`config.mk`:
```
export PLATFORM = sky130hd
export DESIGN_NAME = mc_ctrl_fsm
export DESIGN_NICKNAME = d
export VERILOG_FILES = /design/src/rtl/mc_ctrl_fsm.sv
export SDC_FILE = /design/constraint.sdc
export NUM_CORES = 1
export LEC_CHECK = 0
export ABC_AREA = 1
export CAP_MARGIN = 20
export CORE_ASPECT_RATIO = 1.5
export CORE_MARGIN = 3
export CORE_UTILIZATION = 32
export CTS_CLUSTER_SIZE = 14
export DETAILED_ROUTE_END_ITERATION = 12
export SKIP_LAST_GASP = 1
export SYNTH_ARGS = -nofsm -noshare
export SYNTH_HDL_FRONTEND = slang
export SYNTH_SLANG_ARGS = --single-unit
```
`constraint.sdc`:
```
create_clock -name clk -period 4.85 [get_ports clk]
set_input_delay 0.97 -clock clk [delete_from_list [all_inputs] [get_ports clk]]
set_output_delay 0.97 -clock clk [all_outputs]
set_load 0.03 [all_outputs]
```
`src/rtl/mc_ctrl_fsm.sv`:
```
// Multicycle MIPS control sequencer: FETCH/DECODE/EXEC/MEM/WB with a mem req/ready watchdog.
// Optional PERF_CNT_EN adds cycle and retired-instruction counters (cyc_cnt, ret_cnt).
module mc_ctrl_fsm #(
    parameter int MEM_TIMEOUT = 16,
    parameter int TO_W        = 8
) (
    input  logic       clk,
    input  logic       rst_n,
    input  logic       en,
    input  logic [5:0] opcode,
    input  logic [5:0] funct,
    input  logic       zero,
    input  logic       mem_ready,
    output logic       RegDst,
    output logic       ALUSrc,
    output logic       MemtoReg,
    output logic       PctoReg,
    output logic       RegWrite,
    output logic       MemRead,
    output logic       MemWrite,
    output logic       IRWrite,
    output logic       PCWrite,
    output logic [1:0] PCSrc,
    output logic [1:0] ALUOp,
    output logic [2:0] state,
    output logic       illegal,
    output logic       bus_err
`ifdef PERF_CNT_EN
    ,
    output logic [31:0] cyc_cnt,
    output logic [31:0] ret_cnt
`endif
);

    typedef enum logic [2:0] {
        S_IDLE   = 3'd0,
        S_FETCH  = 3'd1,
        S_DECODE = 3'd2,
        S_EXEC   = 3'd3,
        S_MEM    = 3'd4,
        S_WB     = 3'd5,
        S_HALT   = 3'd6
    } state_t;

    localparam logic [5:0] OP_R   = 6'h00;
    localparam logic [5:0] OP_J   = 6'h02;
    localparam logic [5:0] OP_JAL = 6'h03;
    localparam logic [5:0] OP_BEQ = 6'h04;
    localparam logic [5:0] OP_ORI = 6'h0D;
    localparam logic [5:0] OP_LW  = 6'h23;
    localparam logic [5:0] OP_SW  = 6'h2B;
    localparam logic [5:0] FN_JR  = 6'h08;
    localparam logic [TO_W-1:0] TO_LIM = TO_W'(MEM_TIMEOUT);

    state_t          state_q, state_d;
    logic [5:0]      op_q, op_d, funct_q, funct_d;
    logic [TO_W-1:0] cnt_q, cnt_d, cnt_inc;
    logic            illegal_q, illegal_d, bus_err_q, bus_err_d;
    logic            waiting;

    assign cnt_inc = (cnt_q == '1) ? cnt_q : cnt_q + 1'b1;

    always_comb begin
        state_d   = state_q;
        op_d      = op_q;
        funct_d   = funct_q;
        illegal_d = illegal_q;
        bus_err_d = bus_err_q;
        cnt_d     = '0;
        waiting   = 1'b0;
        RegDst    = 1'b0;
        ALUSrc    = 1'b0;
        MemtoReg  = 1'b0;
        PctoReg   = 1'b0;
        RegWrite  = 1'b0;
        MemRead   = 1'b0;
        MemWrite  = 1'b0;
        IRWrite   = 1'b0;
        PCWrite   = 1'b0;
        PCSrc     = 2'b00;
        ALUOp     = 2'b00;
        case (state_q)
            S_IDLE: if (en) state_d = S_FETCH;
            S_FETCH: begin
                MemRead = 1'b1;
                if (mem_ready) begin
                    IRWrite = 1'b1;
                    PCWrite = 1'b1;
                    state_d = S_DECODE;
                end else begin
                    waiting = 1'b1;
                end
            end
            S_DECODE: begin
                op_d    = opcode;
                funct_d = funct;
                case (opcode)
                    OP_J: begin
                        PCWrite = 1'b1;
                        PCSrc   = 2'b10;
                        state_d = S_FETCH;
                    end
                    OP_JAL: begin
                        PCWrite = 1'b1;
                        PCSrc   = 2'b10;
                        state_d = S_WB;
                    end
                    OP_R, OP_LW, OP_SW, OP_BEQ, OP_ORI: state_d = S_EXEC;
                    default: begin
                        illegal_d = 1'b1;
                        state_d   = S_HALT;
                    end
                endcase
            end
            S_EXEC: begin
                state_d = S_WB;
                case (op_q)
                    OP_R: begin
                        if (funct_q == FN_JR) begin
                            PCWrite = 1'b1;
                            PCSrc   = 2'b11;
                            state_d = S_FETCH;
                        end else begin
                            ALUOp = 2'b10;
                        end
                    end
                    OP_LW, OP_SW: begin
                        ALUSrc  = 1'b1;
                        state_d = S_MEM;
                    end
                    OP_ORI: begin
                        ALUSrc = 1'b1;
                        ALUOp  = 2'b11;
                    end
                    OP_BEQ: begin
                        ALUOp   = 2'b01;
                        PCWrite = zero;
                        PCSrc   = 2'b01;
                        state_d = S_FETCH;
                    end
                    default: state_d = S_HALT;
                endcase
            end
            S_MEM: begin
                MemRead  = (op_q == OP_LW);
                MemWrite = (op_q != OP_LW);
                if (mem_ready) state_d = (op_q == OP_LW) ? S_WB : S_FETCH;
                else           waiting = 1'b1;
            end
            S_WB: begin
                RegWrite = 1'b1;
                RegDst   = (op_q == OP_R);
                MemtoReg = (op_q == OP_LW);
                PctoReg  = (op_q == OP_JAL);
                state_d  = S_FETCH;
            end
            default: ;
        endcase
        // Watchdog fires in the cycle the stall count reaches the limit.
        if (waiting) begin
            cnt_d = cnt_inc;
            if (MEM_TIMEOUT != 0 && cnt_inc == TO_LIM) begin
                bus_err_d = 1'b1;
                state_d   = S_HALT;
            end
        end
    end

    assign state   = state_q;
    assign illegal = illegal_d;
    assign bus_err = bus_err_d;

    always_ff @(posedge clk or negedge rst_n) begin
        if (!rst_n) begin
            state_q   <= S_IDLE;
            op_q      <= '0;
            funct_q   <= '0;
            cnt_q     <= '0;
            illegal_q <= 1'b0;
            bus_err_q <= 1'b0;
        end else begin
            state_q   <= state_d;
            op_q      <= op_d;
            funct_q   <= funct_d;
            cnt_q     <= cnt_d;
            illegal_q <= illegal_d;
            bus_err_q <= bus_err_d;
        end
    end

`ifdef PERF_CNT_EN
    logic [31:0] cyc_q, ret_q;
    always_ff @(posedge clk or negedge rst_n) begin
        if (!rst_n) begin
            cyc_q <= '0;
            ret_q <= '0;
        end else begin
            if (state_q != S_IDLE && state_q != S_HALT) cyc_q <= cyc_q + 32'd1;
            if (state_d == S_FETCH && state_q != S_IDLE && state_q != S_FETCH) ret_q <= ret_q + 32'd1;
        end
    end
    assign cyc_cnt = cyc_q;
    assign ret_cnt = ret_q;
`endif

endmodule

```
; Word level (Yosys, flattened, before mapping)
; Cells that the tools add are included.
[word_totals]
inputBits = 17
latch_bits = 0
romBits = 0
wordCells = 75
ramBits = 0
regBits = 25
memories = 0
output_inout_bits = 18
[classes]
n_shift = 0
n_reduce_logical = 9
addsub = 1
eq_ne = 20
mul = 0
muxes = 39
order_cmp = 0
div = 0
n_bitwise = 0
[ops]
columns = op, count
row1 = == test 6 bit (second input constant), 4
row2 = 2-to-1 mux 3 bit, 7
row3 = == test 6 x 2 -> 1 bit (second input constant), 3
row4 = == test 6 x 4 -> 1 bit (second input constant), 3
row5 = case mux 3 bit (6 select lines), 1
row6 = 2-to-1 mux 1 bit, 17
row7 = 2-to-1 mux 8 bit, 2
row8 = == test 6 x 3 -> 1 bit (second input constant), 2
row9 = zero test 6 bit, 2
row10 = case mux 3 bit (4 select lines), 1
row11 = case mux 3 bit (3 select lines), 1
row12 = adder 8 x 1 -> 8 bit (second input constant), 1
row13 = == test 8 x 5 -> 1 bit (second input constant), 1
row14 = == test 8 bit (second input constant), 1
row15 = 2-to-1 mux 2 bit, 4
row16 = case mux 2 bit (2 select lines), 2
row17 = OR reduction 7 bit, 1
row18 = == test 3 x 2 -> 1 bit (second input constant), 2
row19 = == test 3 bit (second input constant), 2
row20 = inequality test 6 bit (second input constant), 1
row21 = case mux 2 bit (3 select lines), 1
row22 = OR reduction 2 bit, 3
row23 = OR reduction 5 bit, 1
row24 = case mux 1 bit (2 select lines), 2
row25 = other kinds (4), 4

; Depth between registers and ports, before layout
; Gate-level depths: netlist of run 1.
[depth]
word_depth = 6
mapped_depth = 11
depth_no_buf = 11

; Worst setup path before layout of run 1
; No wires, ideal clock.
[synth_timing]
kind = reg2out
from = register state_q[0] (netlist: state[0])
to = output PCWrite
setup_slack_ps = 2013
arrival_ps = 1867
stages_incl_launch_ff = 7
cell_sequence = dfrtp_1 -> inv_1 -> nor3_2 -> inv_2 -> nor2_1 -> o21ai_1 -> nand3b_1
[synth_between]
elab_chain_cells = 2
word_cells_on_any_way = 4
cone_classes = eq/ne: 3 / mux: 1
[synth_rtl]
columns = item, line
row1 = start: declaration, 55  ; state_t state_q, state_d;
row2 = start signal: assignment, 182  ; state_q <= state_d;
row3 = == test 3 x 2 -> 1 bit or == test 3 x 1 -> 1 bit (tied branches), 82  ; case (state_q)
row4 = case mux 1 bit (3 select lines) (*), 82
row5 = end: declaration, 22  ; output logic PCWrite,
; Every way passes the cells marked *; elsewhere a longest branch is shown, timed or not.

; Worst setup path in the final report of run 1
[layout_timing]
from = input mem_ready
to = output bus_err
[layout_between]
elab_chain_cells = 3
[layout_rtl]
columns = item, line
row1 = start: declaration, 13  ; input logic mem_ready,
row2 = 2-to-1 mux 1 bit, "86, 147"
row3 = 2-to-1 mux 1 bit, n/a
row4 = 2-to-1 mux 1 bit, 160  ; if (waiting) begin
row5 = end: declaration, 27  ; output logic bus_err
; No other way between the ends.

==> results of run 1 <==
## per-layer routing
| metal | vias up | part of all wire (%) | GRT usage (%) |
|---|---|---|---|
| met1 | 677 | 43 | 14.0 |
| met4 | 0 | 0.29 | 3.31 |
| li1 | 786 | - | - |
| met2 | 25 | 54 | 25.3 |
| met5 | - | 0 | 0 |
| met3 | 2 | 2.6 | 1.84 |
## cell type report
| class | count | area, um2 |
|---|---|---|
| Clock buffer | 4 | 45.0 |
| Fill cell | 504 | 2570 |
| Inverter | 34 | 128 |
| Multi-Input combinational cell | 167 | 793 |
| Sequential cell | 25 | 626 |
| Tap cell | 64 | 80.1 |
| Timing Repair Buffer | 36 | 375 |
## cells by family (layout without fill, tap and decap cells)
group / count (synthesis) / after routing / share of synthesized area [%]
and+or+nand+nor: 140 / 140 / 40.3
buffers and inverters: 37 / 74 / 9.42
DFF: 25 / 25 / 39.9
AOI/OAI and AO/OA: 22 / 22 / 7.27
xor gates and xnor gates: 4 / 4 / 2.24
adders and majority gates: 1 / 1 / 0.799
## worst max-delay path, delay by kind of cell
kind,cells,cell delay [ps]
simple gates,6,690
buf+inv,3,1230
## state kept, by name (all words and copies together), names as in the netlist
register	count
bus_err_q	1
cnt_q	8
funct_q	6
illegal_q	1
op_q	6
state	3
## where the power goes
part	internal, mW	switching (mW)
sequential	0.209	0.0000902
combinational	0.0166	0.0126
clock	0.0587	0.0630
## through the flow
step	worst slack [ps]	instance area, um2	utilization, %	instances
floorplan	2010	1570	-	229
global placement	1010	1970	42.8	325
detailed placement	975	2000	43.4	326
CTS	971	2050	44.3	330
global route	859	2050	44.3	330
finish	995	2050	44.3	330
## cell usage in the layout (no fill, tap or decap), types with 2 or more instances in the layout
| cell | n |
|---|---|
| nand4_1 | 2 |
| nor2_2 | 5 |
| nand3b_1 | 3 |
| inv_2 | 4 |
| o21ai_0 | 6 |
| nand2_2 | 4 |
| clkbuf_8 | 3 |
| nor3_1 | 2 |
| clkinv_1 | 2 |
| o21ai_1 | 6 |
| clkdlybuf4s50_1 | 34 |
| xor2_1 | 2 |
| nor2_1 | 36 |
| nand3_1 | 14 |
| dfrtp_1 | 25 |
| xnor2_1 | 2 |
| a21oi_1 | 8 |
| nand2_1 | 67 |
| inv_1 | 28 |
## worst paths after layout
path | from | endpoint | slack [ps]
min reg2reg | bus_err_q | bus_err_q | 470
min in group asynchronous | rst_n | cnt_q[5] | 1030
max | mem_ready | bus_err | 990
max in group asynchronous | rst_n | cnt_q[0] | 3370
max reg2reg | cnt_q[0] | state[0] | 3190
min | bus_err_q | bus_err_q | 470
==> flow_summary.toml, run 1 <==
[die]
pin_count = 35
start_util_pct = 33.9
core-area_um2 = 4620
die_area_um2 = 5790
die_width_um = 63.1
die_y_um = 91.7
rows = 30

[yosys]
yosysSeqAreaShare_pct = 39.9
syn_nets = 247
yosys.area.top_type = "dfrtp_1"
avgSynthCellArea_um2 = 6.84
synth_most_common_cell = "nand2_1"
netlist_area_um2 = 1570
synthDistinctLibCells = 30
synthTopCellsByCount = "67 x nand2_1, 36 x nor2_1, 28 x inv_1"
syn_inst = 229
synthArstFlopShare_pct = 100
synth_flop_cell = "dfrtp_1"
synth_edf_count = 0
synth_top_area_share_pct = 39.9
ys_warn_count = 0
synthTopCellsByArea = "dfrtp_1 40%, nand2_1 16%, nor2_1 8.6%"
synth_seq_cells = 25

[grt]
grt_max_degree = 19
antenna_found_initial = 0
grt_pass1_wl_um = 6110
track_usage_pct = 12.9
grt_pass1_vias = 1499
grt_overflow = 0

[clock_network]
cts_buffer_depth = 2
h-tree-depth = 1
root_buffer = "clkbuf_8"
cts-resized-gates = 0
cts_buffers = 3
clk_latency_ps = 260
cts_tree = "built"
postCtsHoldBufs = 0
clock-sinks = 25
post_cts_buffers = 0
clk_pin_slew_worst_paths_ps = 80

[placed_design]
place_congestion = 0.799
place_hpwl_um = 2840
io_buffers = 34

[timing]
finalSetupViolCount = 0
fin_crit_sh_pct = 79.5
slew-limit-headroom_pct = 66.9
hold_viol = 0
rsz0062_at_grt = "false"
max_freq_mhz = 259
whs_ps = 469
finalSetupTns_ps = 0
clock_skew_ps = 1.09
slew_viol_final = 0
worstMarginPinSlew_ps = 495
period_needed_ps = 3860

[final_layout]
num_antenna_cells = 0
drive_above_1_share_pct = 8.65
syn_to_final_growth_pct = 30.7
nets = 285

[routing]
drcViolationCount = 0
first_pass_iters = 4
drt_iter0_drc = 36
routed_wl_um = 3460
ant_nets = 0
wl_per_cell_um = 10.5
via_count = 1490
viasPerCell = 4.52

[setup_path]
cp_slowest_cell = "clkdlybuf4s50_1"
setup.worst_path.end_class = "output port"
crit_arrival_ps = 2890
worstSetupPathType = "input pin to output port"
crit_path_cell_trace = "clkdlybuf4s50_1 > inv_1 > nand3_2 > nor2_2 > nand2_1 > nor2_2 > nand4_2 > nand2_1 > clkdlybuf4s50_1"
start_kind = "input pin"
max_stage_delay_ps = 660
ff2ff_path_depth = 11
critical_path_required_ps = 3880
cp_max_fo = 9

[power_and_ir_drop]
cellLeakagePower_nw = 0.897
totalPowerFinal_mw = 0.360
p_per_area_nw_per_um2 = 176
vdd_drop_max_v = 0.0000913

[run]
drv_cap = 0

[hold_path]
hold_depth = 2
hp-class = "flop to flop"

[status]
outcome = "finished clean"
(Power assumes the default switching activity.)
==> inputs of run 2 (changes only) <==
- clock period: 4.85 -> 3.3 ns (I/O delays scaled with it)
==> run 2 against run 1 <==
Critical endpoint is now illegal. Combinational power increased by 37%. Total power increased by 46%. Global-route usage decreased by 0.18 points. Largest power group unchanged. Die area unchanged. Sequential cell count unchanged. Final area decreased by 0.12%. Sequential share of layout area about the same. Clock skew increased by 4.1 ps. Hold slack improved by 1.7 ps. Non-clock buffer count increased by 2.
==> flow_summary.toml, run 2 (same netlist as run 1, synthesis figures left out) <==
[final_layout]
final_cell_mix = "67 x nand2_1, 36 x nor2_1, 33 x clkdlybuf4s50_1"
fin_util_pct = 44.3
multiInputGateArea_um2 = 793
syn_to_final_growth_pct = 30.5
num_antenna_cells = 0
ff_latch_area_um2 = 626
largest_reg_flops = 8
reg_top3 = "cnt_q: 8 flops, funct_q: 6 flops, op_q: 6 flops"
drive_above_1_share_pct = 9.33
nets = 287
nFillCells = 510
final_common_cell = "nand2_1"
registers.top_by_ff_count = "cnt_q"

[power_and_ir_drop]
p_int_mw = 0.415
cellLeakagePower_nw = 0.899
p_clk_share_pct = 34.1
switchingPower_mw = 0.111
seqPwrFrac_pct = 58.3
vdd_drop_max_v = 0.000155
pwr-share-comb_pct = 7.6
p_per_area_nw_per_um2 = 257
swShare_pct = 21.1

[routing]
drcViolationCount = 0
drt_iter0_drc = 45
wl_per_cell_um = 10.7
first_pass_iters = 4
viasPerCell = 4.47
ant_nets = 0
via_count = 1484
routed_wl_um = 3550

[clock_network]
postCtsHoldBufs = 0
root_buffer = "clkbuf_8"
cts_buffer_depth = 2
h-tree-depth = 1
clk_pin_slew_worst_paths_ps = 80
cts_buffers = 3
clk_latency_ps = 270
clock-sinks = 25
cts_tree = "built"

[placed_design]
io_buffers = 34
place_hpwl_um = 2840
place_congestion = 0.823

[timing]
fin_crit_sh_pct = 95.1
clock_skew_ps = 5.16
max_freq_mhz = 319
finalSetupTns_ps = 0
rsz0062_at_grt = "false"
slew_viol_final = 0
slew-limit-headroom_pct = 76.2
worstMarginPinSlew_ps = 356
period_needed_ps = 3140
hold_viol = 0
finalSetupViolCount = 0

[grt]
track_usage_pct = 12.7
antenna_found_initial = 0
grt_max_degree = 26
grt_pass1_vias = 1325
grt_overflow = 0
grt_pass1_wl_um = 5900

[setup_path]
setup.worst_path.end_class = "output port"
start_kind = "input pin"
crit_arrival_ps = 2480
worstSetupPathType = "input pin to output port"
cp_max_fo = 5
critical_path_required_ps = 2640

[die]
start_util_pct = 33.9
die_y_um = 91.7
pin_count = 35
core-area_um2 = 4620
die_area_um2 = 5790
die_width_um = 63.1
rows = 30

[status]
outcome = "finished clean"

[hold_path]
hp-class = "flop to flop"

[run]
drv_cap = 0
-- run 2: changes by cell type in the layout (fill, tap and decap cells not counted), sizes merged --
cell / change
buf: +2
clkdlybuf4s50: -1
dlymetal6s2s: +1
-- run 2: timing repair --
item / in CTS / in global routing
buffers inserted: 0 / 0
endpoints found under the setup margin: 0 / 1
resized for setup: 0 / 1
-- run 2: worst paths after layout --
path	start	end	slack, ps	cells after the start
min reg2reg	bus_err_q	bus_err_q	470	2
max	opcode[0]	illegal	160	7
max in group asynchronous	rst_n	state[0]	2300	2
min in group asynchronous	rst_n	cnt_q[5]	750	2
max reg2reg	cnt_q[0]	state[0]	1610	11
min	bus_err_q	bus_err_q	470	2
-- run 2: per-layer routing --
layer | track usage (%) | wire, um | vias to the layer above
met5 | 0 | 0 | -
met4 | 5.34 | 82 | 0
met3 | 1.84 | 98 | 7
met2 | 22.0 | 1810 | 28
met1 | 15.4 | 1560 | 663
li1 | - | - | 786
-- run 2: worst max-delay path, stage by stage --
cell and delay, ps:
clkdlybuf4s50_1 580, nand2_1 70, nand3b_1 160, nand3_1 110
nor2_1 70, or2_1 230, clkdlybuf4s50_1 600
-- run 2: stage by stage --
stage / total power, mW / instances / area, um2 / worst slack (ps) / hold WS [ps]
2_1_floorplan: 0.322 / 229 / 1570 / 773 / 364
3_3_place_gp: 0.354 / 328 / 2000 / 170 / 451
3_5_place_dp: 0.354 / 328 / 2000 / 141 / 456
4_1_cts: 0.540 / 332 / 2040 / 90.8 / 479
5_1_grt: 0.548 / 332 / 2040 / 45.6 / 482
6_report: 0.526 / 332 / 2040 / 161 / 470
-- run 2: layout make-up --
cell class / count / area share (%)
clock buffer: 4 / 2.20
inverter: 34 / 6.24
multi-input combinational: 167 / 38.8
sequential: 25 / 30.6
tap: 64 / 3.92
timing repair buffer: 38 / 18.2
-- run 2: power by group through the flow --
stage	clock network (mW)	logic, mW	registers [mW]
after floorplan	0	0.00892	0.313
after global placement	0	0.0406	0.313
after detailed placement	0	0.0413	0.313
after CTS	0.192	0.0413	0.307
after global routing	0.197	0.0442	0.307
final	0.179	0.0400	0.307
==> inputs of run 3 (changes only) <==
- SLEW_MARGIN: unset -> 5
==> results of run 3 <==
Final layout, timing and power as in run 2 (identical DEF).
